$ cat config.mk
export PLATFORM = sky130hd
export DESIGN_NAME = dma_job_scheduler
export DESIGN_NICKNAME = d
export VERILOG_FILES = /design/src/rtl/dma_job_scheduler.sv
export SDC_FILE = /design/constraint.sdc
export NUM_CORES = 1
export LEC_CHECK = 0
export BUFFER_PORTS_ARGS = -buffer_cell sky130_fd_sc_hd__buf_2
export CAP_MARGIN = 10
export CORE_AREA = 8 8 374 376
export CTS_CLUSTER_DIAMETER = 40
export DETAILED_ROUTE_END_ITERATION = 16
export DIE_AREA = 0 0 382 384
export GPL_ROUTABILITY_DRIVEN = 0
export PLACE_DENSITY_LB_ADDON = 0.1
export SYNTH_ARGS = -nofsm -noshare
export SYNTH_HDL_FRONTEND = slang
export SYNTH_SLANG_ARGS = --single-unit
export TNS_END_PERCENT = 20
$ cat constraint.sdc
create_clock -name aclk -period 3.25 [get_ports aclk]
set_input_delay 0.1625 -clock aclk [delete_from_list [all_inputs] [get_ports aclk]]
set_output_delay 0.1625 -clock aclk [all_outputs]
set_load 0.02 [all_outputs]
$ cat src/rtl/dma_job_scheduler.sv
// dma_job_scheduler
// Front-end controller for the NASTI data mover. Takes copy jobs from
// NUM_REQ requesters, picks one round-robin, rejects malformed jobs,
// drives the mover through its en/done handshake under a watchdog and
// returns one completion (id + status) per accepted job.
//
// Handshakes: a transfer on req_* or cpl_* happens on a rising aclk edge
// where valid and ready are both high; valid is held until that edge.
//
// Ports:
//   aclk, areset                 clock, synchronous active-high reset
//   req_valid/req_ready          per-requester job handshake (ready one-hot or zero)
//   req_src_addr/dest_addr/length  packed job fields, slice i = requester i
//   cpl_valid/cpl_ready          completion handshake
//   cpl_id, cpl_status           requester index, 00 ok / 01 rejected / 10 timeout
//   mv_src_addr/dest_addr/length job fields presented to the mover
//   mv_en, mv_done               one-cycle start pulse, mover idle flag
//   busy                         high whenever the controller is not IDLE
//   dbg_state, dbg_rr_ptr        FSM state and round-robin pointer for observation
module dma_job_scheduler #(
    parameter int NUM_REQ        = 4,
    parameter int ADDR_WIDTH     = 64,
    parameter int TIMEOUT_CYCLES = 65535,
    parameter int ID_W           = (NUM_REQ > 1) ? $clog2(NUM_REQ) : 1
) (
    input  logic                          aclk,
    input  logic                          areset,
    input  logic [NUM_REQ-1:0]            req_valid,
    output logic [NUM_REQ-1:0]            req_ready,
    input  logic [NUM_REQ*ADDR_WIDTH-1:0] req_src_addr,
    input  logic [NUM_REQ*ADDR_WIDTH-1:0] req_dest_addr,
    input  logic [NUM_REQ*ADDR_WIDTH-1:0] req_length,
    output logic                          cpl_valid,
    input  logic                          cpl_ready,
    output logic [ID_W-1:0]               cpl_id,
    output logic [1:0]                    cpl_status,
    output logic [ADDR_WIDTH-1:0]         mv_src_addr,
    output logic [ADDR_WIDTH-1:0]         mv_dest_addr,
    output logic [ADDR_WIDTH-1:0]         mv_length,
    output logic                          mv_en,
    input  logic                          mv_done,
    output logic                          busy,
    output logic [2:0]                    dbg_state,
    output logic [ID_W-1:0]               dbg_rr_ptr
);

    typedef enum logic [2:0] {
        S_IDLE      = 3'd0,
        S_LAUNCH    = 3'd1,
        S_WAIT_BUSY = 3'd2,
        S_WAIT_DONE = 3'd3,
        S_CPL       = 3'd4
    } state_t;

    localparam logic [1:0] ST_OK      = 2'b00;
    localparam logic [1:0] ST_REJECT  = 2'b01;
    localparam logic [1:0] ST_TIMEOUT = 2'b10;

    // Expiry is flagged when the counter reaches TIMEOUT_CYCLES-1.
    localparam logic [31:0] WDOG_LIMIT =
        (TIMEOUT_CYCLES > 0) ? 32'(TIMEOUT_CYCLES - 1) : 32'd0;

    state_t                r_state;
    logic [ID_W-1:0]       r_rr_ptr;
    logic [ID_W-1:0]       r_cpl_id;
    logic [1:0]            r_status;
    logic                  r_cpl_valid;
    logic                  r_mv_en;
    logic                  r_busy;
    logic [ADDR_WIDTH-1:0] r_mv_src;
    logic [ADDR_WIDTH-1:0] r_mv_dest;
    logic [ADDR_WIDTH-1:0] r_mv_len;
    logic [31:0]           r_wdog;

    logic                  w_found;
    logic [ID_W-1:0]       w_winner;
    int                    w_idx;
    logic                  w_grant;
    logic [ADDR_WIDTH-1:0] w_sel_src;
    logic [ADDR_WIDTH-1:0] w_sel_dest;
    logic [ADDR_WIDTH-1:0] w_sel_len;
    logic                  w_bad;
    logic                  w_expired;

    // Round-robin search: first valid requester at or above rr_ptr, wrapping.
    always_comb begin
        w_found  = 1'b0;
        w_winner = '0;
        w_idx    = 0;
        for (int k = 0; k < NUM_REQ; k++) begin
            w_idx = (int'(r_rr_ptr) + k) % NUM_REQ;
            if (!w_found && req_valid[ID_W'(w_idx)]) begin
                w_found  = 1'b1;
                w_winner = ID_W'(w_idx);
            end
        end
    end

    // A grant needs an idle controller and an idle mover; this also keeps a
    // timed-out mover from being relaunched while it is still running.
    assign w_grant = (r_state == S_IDLE) && mv_done && w_found;

    always_comb begin
        req_ready = '0;
        if (w_grant) begin
            req_ready[w_winner] = 1'b1;
        end
    end

    assign w_sel_src  = req_src_addr [w_winner*ADDR_WIDTH +: ADDR_WIDTH];
    assign w_sel_dest = req_dest_addr[w_winner*ADDR_WIDTH +: ADDR_WIDTH];
    assign w_sel_len  = req_length   [w_winner*ADDR_WIDTH +: ADDR_WIDTH];

    // The mover works in 8-byte beats: everything must be 8-byte aligned.
    assign w_bad = (w_sel_len == '0) || (|w_sel_src[2:0]) ||
                   (|w_sel_dest[2:0]) || (|w_sel_len[2:0]);

    assign w_expired = (TIMEOUT_CYCLES != 0) && (r_wdog >= WDOG_LIMIT);

    always_ff @(posedge aclk) begin
        if (areset) begin
            r_state     <= S_IDLE;
            r_rr_ptr    <= '0;
            r_cpl_id    <= '0;
            r_status    <= ST_OK;
            r_cpl_valid <= 1'b0;
            r_mv_en     <= 1'b0;
            r_busy      <= 1'b0;
            r_mv_src    <= '0;
            r_mv_dest   <= '0;
            r_mv_len    <= '0;
            r_wdog      <= '0;
        end else begin
            r_mv_en <= 1'b0;
            case (r_state)
                S_IDLE: begin
                    if (w_grant) begin
                        r_mv_src  <= w_sel_src;
                        r_mv_dest <= w_sel_dest;
                        r_mv_len  <= w_sel_len;
                        r_cpl_id  <= w_winner;
                        r_rr_ptr  <= (w_winner == ID_W'(NUM_REQ - 1)) ? '0 : w_winner + 1'b1;
                        r_busy    <= 1'b1;
                        if (w_bad) begin
                            r_status    <= ST_REJECT;
                            r_cpl_valid <= 1'b1;
                            r_state     <= S_CPL;
                        end else begin
                            r_mv_en <= 1'b1;
                            r_state <= S_LAUNCH;
                        end
                    end
                end
                S_LAUNCH: begin
                    r_wdog  <= '0;
                    r_state <= S_WAIT_BUSY;
                end
                S_WAIT_BUSY: begin
                    r_wdog <= r_wdog + 32'd1;
                    // Seeing the mover go busy takes priority over expiry.
                    if (!mv_done) begin
                        r_state <= S_WAIT_DONE;
                    end else if (w_expired) begin
                        r_status    <= ST_TIMEOUT;
                        r_cpl_valid <= 1'b1;
                        r_state     <= S_CPL;
                    end
                end
                S_WAIT_DONE: begin
                    r_wdog <= r_wdog + 32'd1;
                    if (mv_done) begin
                        r_status    <= ST_OK;
                        r_cpl_valid <= 1'b1;
                        r_state     <= S_CPL;
                    end else if (w_expired) begin
                        r_status    <= ST_TIMEOUT;
                        r_cpl_valid <= 1'b1;
                        r_state     <= S_CPL;
                    end
                end
                S_CPL: begin
                    if (cpl_ready) begin
                        r_cpl_valid <= 1'b0;
                        r_busy      <= 1'b0;
                        r_state     <= S_IDLE;
                    end
                end
                default: begin
                    r_state <= S_IDLE;
                end
            endcase
        end
    end

    assign cpl_valid    = r_cpl_valid;
    assign cpl_id       = r_cpl_id;
    assign cpl_status   = r_status;
    assign mv_src_addr  = r_mv_src;
    assign mv_dest_addr = r_mv_dest;
    assign mv_length    = r_mv_len;
    assign mv_en        = r_mv_en;
    assign busy         = r_busy;
    assign dbg_state    = r_state;
    assign dbg_rr_ptr   = r_rr_ptr;

endmodule

==> metrics.txt, run 1 <==
largest cells by area after synthesis dfxtp_1, nand2_1, a21oi_1, nand3_1, a211oi_1; Slew @ Worst Pin 0.764 ns; Initial Util 10.9%; syn avg cell area 6.78 um2; gr usage total 15.9%; Hold WS 0.0516 ns; failing checks setup timing; Hold Crit Class in2reg; Port Buf Inserts 983; Synth Register Bits 236; top-area cell type share of the netlist area 32.1%; Async S/R FF share, synth 0%; CP Max Fanout 9; drc violations 0; die height 384 um; Mapped Nets 2951; CP Depth 13; Syn-to-layout area delta 109%; vias in the first global route 23800; htree depth 3; critical path, cell by cell nor2b_1 -> or4_4 -> buf_12 -> bufbuf_16 -> and3_4 -> a211oi_4 -> buf_4 -> o22ai_2 -> or4_4 -> nor4_4 -> buf_4 -> a211oi_4 -> and2_1; TritonCTS clock tree yes; # IOs 984; final worst slack -0.139 ns; num rows 135; Switching Share 33.1%; fmax 295 MHz; drt wl/cell 22.7 um; CP endpoint kind flop; Worst-path clk slew 0.04 ns; clock latency on the worst-skew pair 0.65 ns; Tmin final 3.39 ns; relative slew slack 49.1%; Mapped Cells 2169; fin. max-slew vios 0; clock buffer count from CTS 83; Overflow after GRT 0; drt first-iter violations 1002; CP bufs+invs 4; Crit path max-delay family simple AND/OR/NAND/NOR gates; worst hold path stage count 5; Slowest cell on crit path or4_4; Clock Path Buffers 3; RSZ-0062 raised after global routing yes; # setup viols final 6; Worst EP arrival 3.90 ns; first-pass GRT wire length 172000 um; Routed WL 125000 um; CP Data Required Time 3.76 ns; outcome finished, violations left; Synth warnings 0; Combinational Power Share 32.2%; fill count 15200; Die X 382 um; top-count cell post-synth nand2_1; Yosys top cell by area dfxtp_1; Lkg Pwr 14.1 nW; largest net degree at the start of global routing 109; Cell Pwr Density 539 nW/um2; Post-synth EDFFs 0; Peak VDD IR 0.352 mV; slowest stage delay, CP 0.56 ns; clock sink count 236; sequential group share of total power 20.2%; Via Count 22300; fin nets 4433; Crit Path Class reg2reg; top cells by count, synth nand2_1, a21oi_1, dfxtp_1; CP Launch Type flop; ys flop type dfxtp_1; initial antenna violation count 46; post-synthesis cell area 14700 um2; Via-to-Cell Ratio 4.04; Post-Place Worst Slack -0.540 ns; Pint 11.1 mW; share of cells above drive strength 1 36.4%; CORE AREA 134000 um2; Finished Core Util 22.9%; Power Total 16.6 mW; crit share post-route 104%; Sw Pwr 5.48 mW; Netlist cell types 53; clock tree root buffer cell clkbuf_16; Final Skew 0.0425 ns; drt pass-1 iters 5; max cap viols 0; Die ar. 147000 um2; final hold vios 0; clock network fraction of design power 47.7%; post-synthesis sequential area ratio 32.1%; Detailed Place HPWL 97400 um; antenna viol nets, final 0; R2R depth 13
metrics by stage:
stage | instances | cell area [um2] | setup TNS (ns)
after CTS | 5490 | 30500 | -0.689
after detailed placement | 4868 | 22500 | -3.22
final | 5515 | 30700 | -0.526
after global placement | 4868 | 22500 | -3.31
after floorplan | 2169 | 14700 | 0
after global routing | 5506 | 30700 | -1.51
power groups by stage:
stage	Sequential, mW	Clock [mW]	Combinational, mW
after floorplan	3.70	0	1.83
after global placement	3.38	0	4.45
after detailed placement	3.38	0	4.41
after CTS	3.34	8.18	5.36
after global routing	3.37	8.35	5.78
final	3.34	7.89	5.33
kinds of logic after synthesis:
group | synth area share (%)
buf+inv | 5.96
simple gates | 32.5
flops | 32.1
mux | 4.92
compound gates | 24.0
fa+ha+maj | 0.511
final timing paths:
check / from / end / slack, ns
worst min register to register: mv_length[18]$_SDFFE_PP0P_ / mv_length[18]$_SDFFE_PP0P_ / 0.45
worst min-delay path: req_src_addr[102] / mv_src_addr[38]$_SDFFE_PP0P_ / 0.05
worst max register to register: dbg_rr_ptr[0]$_SDFFE_PP0P_ / mv_en$_SDFF_PP0_ / -0.14
worst max-delay path: dbg_rr_ptr[0]$_SDFFE_PP0P_ / mv_en$_SDFF_PP0_ / -0.14
cells in the final DEF, fill, tap and decap left out, types with 6 or more instances in the layout:
master         count
a211oi_1          56
nor2_1            65
a21oi_1          298
nand3_1          196
nor4_1            11
diode_2           23
buf_2            982
and3_1           113
or4_4              7
nor3_1            16
a311oi_1          10
nor2b_1            7
buf_4            116
or3_1             52
nand4_1            6
a211oi_2          47
dfxtp_1          235
inv_1              9
buf_16             8
ha_1               6
a31oi_1           10
clkbuf_8          27
buf_12            24
nand2_1          532
mux2i_1           70
clkbuf_1          16
o22ai_1           92
dlygate4sd3_1    468
clkbuf_16         86
clkinv_2          10
o21ai_0           49
state kept, by name (all words and copies together) (netlist names):
signal        count
mv_dest_addr     64
mv_length        64
mv_src_addr      64
r_wdog           32
dbg_state         3
cpl_id            2
cpl_status        2
dbg_rr_ptr        2
busy              1
cpl_valid         1
mv_en             1
worst reg2reg max path: cells and delay by family, from the launching register on:
| kind | cells | cell delay [ns] |
|---|---|---|
| buffers and inverters | 4 | 0.81 |
| AND/OR/NAND/NOR | 6 | 1.77 |
| AO/OA/AOI/OAI | 3 | 0.36 |
| flip-flops | 1 | 0.33 |
repair_timing:
item | in CTS | in global routing
pin swaps | 24 | 1
setup endpoints to repair | 12 | 66
hold buffers | 468 | 0
endpoints found under the hold margin | 164 | 0
cloned | 5 | 2
setup buffers | 5 | 0
gates resized for setup | 80 | 17
layout make-up:
cell class | instances | area, um2 | area share, %
diodes | 23 | 57.6 | 0.187
clock buffers | 127 | 2530 | 8.24
clock inverters | 18 | 256 | 0.835
inverters | 11 | 53.8 | 0.175
multi-input cells | 1713 | 9520 | 31.0
flip-flops and latches | 236 | 4730 | 15.4
well taps | 1781 | 2230 | 7.25
repair buffers | 1606 | 11400 | 37.0
layer usage:
metal,global-route usage [%],share of wire (%)
met1,18.4,40
met3,4.70,6.3
met4,3.77,2.1
met2,28.8,51
met5,0,0.069
No activity file was read; power rests on OpenSTA's default activity.
==> inputs of run 2 (changes only) <==
--- a/config.mk
+++ b/config.mk
@@ -13,6 +13,7 @@
 export DIE_AREA = 0 0 382 384
 export GPL_ROUTABILITY_DRIVEN = 0
 export PLACE_DENSITY_LB_ADDON = 0.1
+export SETUP_SLACK_MARGIN = 0.3
 export SYNTH_ARGS = -nofsm -noshare
 export SYNTH_HDL_FRONTEND = slang
 export SYNTH_SLANG_ARGS = --single-unit
==> run 2 against run 1 <==
Against the previous run: the flow still finishes with violations (setup timing); register-to-register slack about the same; flip-flop and latch count unchanged; clock power is 0.5% lower; clock skew fell by 0.0064 ns; clock-buffer cell count down 10; hold slack improved by 0.013 ns; critical endpoint is now cpl_status[1]$_SDFFE_PP0P_.
==> metrics.txt, run 2 (synthesis gave the netlist of run 1 again) <==
outcome finished, violations left; failing checks setup timing; Die ar. 147000 um2; gr usage total 16.3%; DP Cell Count 4888; Via Count 22600; Clock Path Buffers 3; fmax 295 MHz; Critical path origin dbg_rr_ptr[0]$_SDFFE_PP0P_; final hold vios 0; Post-Place Worst Slack -0.523 ns; fin nets 4474; # IOs 984; vias in the first global route 24300; setup TNS -0.562 ns; Via-to-Cell Ratio 4.05; Tmin final 3.39 ns; drt first-iter violations 1011; Worst-path clk slew 0.05 ns; first-pass GRT wire length 177000 um; CP Max Fanout 9; CP Data Required Time 3.78 ns; relative slew slack 38.1%; Overflow after GRT 0; drt wl/cell 22.9 um; largest net degree at the start of global routing 93; clock latency on the worst-skew pair 0.64 ns; clock sink count 236; final worst slack -0.140 ns; Slew @ Worst Pin 0.917 ns; fin. max-slew vios 0; most frequent cells in the layout buf_2, nand2_1, dlygate4sd3_1, a21oi_1, dfxtp_1; Lkg Pwr 14.3 nW; Crit Path Class reg2reg; RSZ-0062 raised after global routing yes; antenna viol nets, final 0; max cap viols 0; Power Total 16.5 mW; Hold Crit Class in2reg; Routed WL 127000 um; Hold WS 0.0641 ns; Worst EP arrival 3.92 ns; CP Launch Type flop; r2r startpoint dbg_rr_ptr[0]$_SDFFE_PP0P_; most common cell after layout, fill and taps aside buf_2; clock tree root buffer cell clkbuf_16; Initial Util 10.9%; drc violations 0; num rows 135; # setup viols final 6; initial antenna violation count 41; Port Buf Inserts 983; Peak VDD IR 0.305 mV; Detailed Place HPWL 98000 um; HP Start req_dest_addr[89]; TritonCTS clock tree yes; share of cells above drive strength 1 37.9%; CP endpoint kind flop; Final Skew 0.0361 ns; clock buffer count from CTS 82; die height 384 um; crit share post-route 104%; Cell Count, Final, Fillers Out 5568; CORE AREA 134000 um2; Die X 382 um; Cell Pwr Density 528 nW/um2; Syn-to-layout area delta 112%; htree depth 3; drt pass-1 iters 5
[run 2: changes by cell type in the layout (fill, tap and decap cells not counted), sizes merged]
cell | previous run | this run
buf | 1133 | 1162
dlygate4sd3 | 468 | 481
clkinv | 13 | 23
clkbuf | 129 | 120
diode | 23 | 28
inv | 13 | 17
bufbuf | 3 | 1
bufinv | 3 | 5
or4 | 9 | 10
[run 2: area by class of cell]
class / count / area (um2)
Timing Repair Buffer: 1647 / 11700
Fill cell: 15100 / 103000
Sequential cell: 236 / 4730
Inverter: 11 / 53.8
Antenna cell: 28 / 70.1
Clock inverter: 34 / 377
Multi-Input combinational cell: 1714 / 9700
Clock buffer: 117 / 2370
Tap cell: 1781 / 2230
[run 2: metal layers]
layer | routed length (um) | up-vias | global-route usage, %
met5 | 88 | - | 0
met1 | 51300 | 10800 | 18.6
met3 | 7430 | 180 | 4.60
met2 | 65300 | 698 | 29.5
met4 | 3340 | 16 | 4.48
li1 | - | 10900 | -
[run 2: power breakdown]
part / internal (mW) / switching (mW) / total [mW]
clock network: 5.43 / 2.42 / 7.85
logic: 2.27 / 3.01 / 5.28
registers: 3.19 / 0.160 / 3.35
[run 2: critical path, stage by stage, from the launching register on]
cell	delay (ns)
dfxtp_4	0.36
nor2b_4	0.06
or4_4	0.53
buf_12	0.18
buf_12	0.16
and3_1	0.16
a211oi_2	0.23
o22ai_1	0.16
or4_4	0.57
nor4_4	0.36
buf_4	0.19
a211oi_4	0.10
o21a_1	0.19
[run 2: per-stage QoR]
step,instance area (um2),util [%]
global placement,22800,17.0
global route,31200,23.2
floorplan,15000,-
detailed placement,22800,17.0
finish,31200,23.3
CTS,31000,23.1
[run 2: worst paths after layout]
path	to	slack (ns)	cells after the start
worst max-delay path	cpl_status[1]$_SDFFE_PP0P_	-0.14	12
worst max register to register	cpl_status[1]$_SDFFE_PP0P_	-0.14	12
worst min register to register	mv_dest_addr[51]$_SDFFE_PP0P_	0.45	2
worst min-delay path	mv_dest_addr[25]$_SDFFE_PP0P_	0.06	5
[run 2: timing repair]
action                                  CTS  global route
buffers inserted                          9             2
endpoints found under the setup margin   22            45
hold buffers                            479             2
pin swaps                                32             3
resized for setup                        72            21
endpoints found under the hold margin   151             1
cloned                                    6             3
==> inputs of run 3 (changes only) <==
--- a/config.mk
+++ b/config.mk
@@ -7,10 +7,10 @@
 export LEC_CHECK = 0
 export BUFFER_PORTS_ARGS = -buffer_cell sky130_fd_sc_hd__buf_2
 export CAP_MARGIN = 10
-export CORE_AREA = 8 8 374 376
+export CORE_AREA = 3 3 380 382
 export CTS_CLUSTER_DIAMETER = 40
 export DETAILED_ROUTE_END_ITERATION = 16
-export DIE_AREA = 0 0 382 384
+export DIE_AREA = 0 0 383 385
 export GPL_ROUTABILITY_DRIVEN = 0
 export PLACE_DENSITY_LB_ADDON = 0.1
 export SETUP_SLACK_MARGIN = 0.3
==> run 3 against run 2 <==
Against the previous run: the flow still finishes with violations (setup timing); clock skew grew 0.0065 ns; wire length grew 1.0%; core utilization shrank 0.64 points; non-clock buffer count grew 14.
==> metrics.txt, run 3 (synthesis gave the netlist of run 1 again) <==
r2r startpoint dbg_rr_ptr[0]$_SDFFE_PP0P_; Tmin final 3.54 ns; Cell Pwr Density 568 nW/um2; Die X 383 um; vias in the first global route 24200; failing checks setup timing; Overflow after GRT 0; Clock Path Buffers 3; Power Total 18.2 mW; most common cell after layout, fill and taps aside buf_2; Post-Place Worst Slack -0.640 ns; TritonCTS clock tree yes; Worst-path clk slew 0.04 ns; final worst slack -0.293 ns; most frequent cells in the layout buf_2, nand2_1, dlygate4sd3_1, a21oi_1, dfxtp_1; share of cells above drive strength 1 36.8%; Reg-to-Reg End dbg_state[0]$_SDFFE_PP0P_; Crit Path Class reg2reg; clock buffer count from CTS 92; # IOs 984; drt pass-1 iters 5; Cell Count, Final, Fillers Out 5707; Lkg Pwr 14.6 nW; drt wl/cell 22.6 um; first-pass GRT wire length 176000 um; DP Cell Count 4983; clock sink count 236; worst hold path stage count 5; fmax 282 MHz; busiest grt layer met2; htree depth 3; Via-to-Cell Ratio 4.01; max cap viols 0; # setup viols final 6; Slew @ Worst Pin 0.883 ns; fill count 16000; CP endpoint kind flop; r2r setup slk -0.29 ns; CP Launch Type flop; CP Max Fanout 13; Port Buf Inserts 983; num rows 138; relative slew slack 41.1%; final hold vios 0; setup TNS -1.48 ns; CORE AREA 141000 um2; crit share post-route 109%; Routed WL 129000 um; CP Data Required Time 3.77 ns; die height 385 um; Via Count 22900; Hold WS 0.0241 ns; drc violations 0; antenna viol nets, final 0; gr usage total 16.5%; RSZ-0062 raised after global routing yes; fin nets 4498; met2 usage 29.0%; drt first-iter violations 929; clock latency on the worst-skew pair 0.65 ns; outcome finished, violations left; Die ar. 147000 um2; Final Skew 0.0426 ns; HP Start req_dest_addr[89]; Worst EP arrival 4.06 ns; largest net degree at the start of global routing 100; Peak VDD IR 0.338 mV; Detailed Place HPWL 97300 um; R2R depth 11; Hold Crit Class in2reg; clock tree root buffer cell clkbuf_16; Syn-to-layout area delta 118%; GR Layer Usage met1 19.0%; initial antenna violation count 51; GR Util met3 5.07%; fin. max-slew vios 0; Initial Util 10.4%; WHS Endpoint mv_dest_addr[25]$_SDFFE_PP0P_
[run 3: cell types whose count changed in the layout (fill, tap and decap cells not counted), moves of 5 or more]
| cell | before | now |
|---|---|---|
| a211oi_1 | 41 | 69 |
| a211oi_2 | 63 | 36 |
| dlygate4sd3_1 | 481 | 496 |
| bufinv_16 | 5 | 17 |
| clkbuf_16 | 85 | 96 |
| clkinv_2 | 22 | 14 |
| clkbuf_1 | 16 | 23 |
| buf_4 | 137 | 131 |
| o22ai_1 | 92 | 97 |
| o22ai_2 | 5 | 0 |
[run 3: cell type report]
cell class / instances / area (um2) / area share (%)
multi-input combinational: 1713 / 9490 / 29.7
timing repair inverter: 1 / 6.26 / 0.0196
inverter: 11 / 53.8 / 0.168
clock inverter: 38 / 696 / 2.18
timing repair buffer: 1661 / 11900 / 37.3
clock buffer: 133 / 2650 / 8.28
tap: 1890 / 2360 / 7.39
antenna: 24 / 60.1 / 0.188
sequential: 236 / 4730 / 14.8
[run 3: metal layers]
layer	share of wire (%)	up-vias
met3	6.9	214
met2	50	793
li1	-	10900
met5	0.20	-
met1	40	10900
met4	2.9	40
[run 3: worst max path at each step]
stage | start | end | slack, ns | depth (start not counted)
finish | dbg_rr_ptr[0]$_SDFFE_PP0P_ | dbg_state[0]$_SDFFE_PP0P_ | -0.29 | 11
global route | dbg_rr_ptr[0]$_SDFFE_PP0P_ | dbg_state[0]$_SDFFE_PP0P_ | -0.38 | 14
CTS | dbg_rr_ptr[0]$_SDFFE_PP0P_ | dbg_state[0]$_SDFFE_PP0P_ | -0.31 | 14
detailed placement | req_valid[0] | cpl_status[1]$_SDFFE_PP0P_ | -0.64 | 12
global placement | req_valid[0] | cpl_status[1]$_SDFFE_PP0P_ | -0.56 | 12
floorplan | dbg_rr_ptr[1]$_SDFFE_PP0P_ | cpl_status[1]$_SDFFE_PP0P_ | 0.27 | 11
[run 3: timing repair]
| action | in CTS | in global routing |
|---|---|---|
| gates resized for setup | 43 | 19 |
| buffers inserted | 23 | 1 |
| pin swaps | 15 | 3 |
| cloned | 6 | 3 |
| endpoints found under the setup margin | 37 | 50 |
| endpoints found under the hold margin | 158 | 0 |
| hold buffers | 496 | 0 |
[run 3: critical path, cell delays in order, from the launching register on]
cell and delay, ns:
dfxtp_4 0.36, nor2b_2 0.05, or4b_4 0.60, buf_4 0.22, buf_4 0.16, and3_1 0.17
a211oi_1 0.26, o22ai_1 0.18, or4_4 0.57, nor4_4 0.45, a211oi_4 0.17, a21o_1 0.18
[run 3: per-stage QoR]
step	instance area (um2)	util (%)
finish	32000	22.6
floorplan	15000	-
CTS	31800	22.5
global route	31900	22.6
global placement	22900	16.2
detailed placement	22900	16.2
[run 3: power by group]
group / internal (mW) / switching (mW) / leakage, nW
Combinational: 2.30 / 3.02 / 11.0
Sequential: 3.19 / 0.163 / 1.93
Clock: 6.92 / 2.59 / 1.64
Total: 12.4 / 5.77 / 14.6
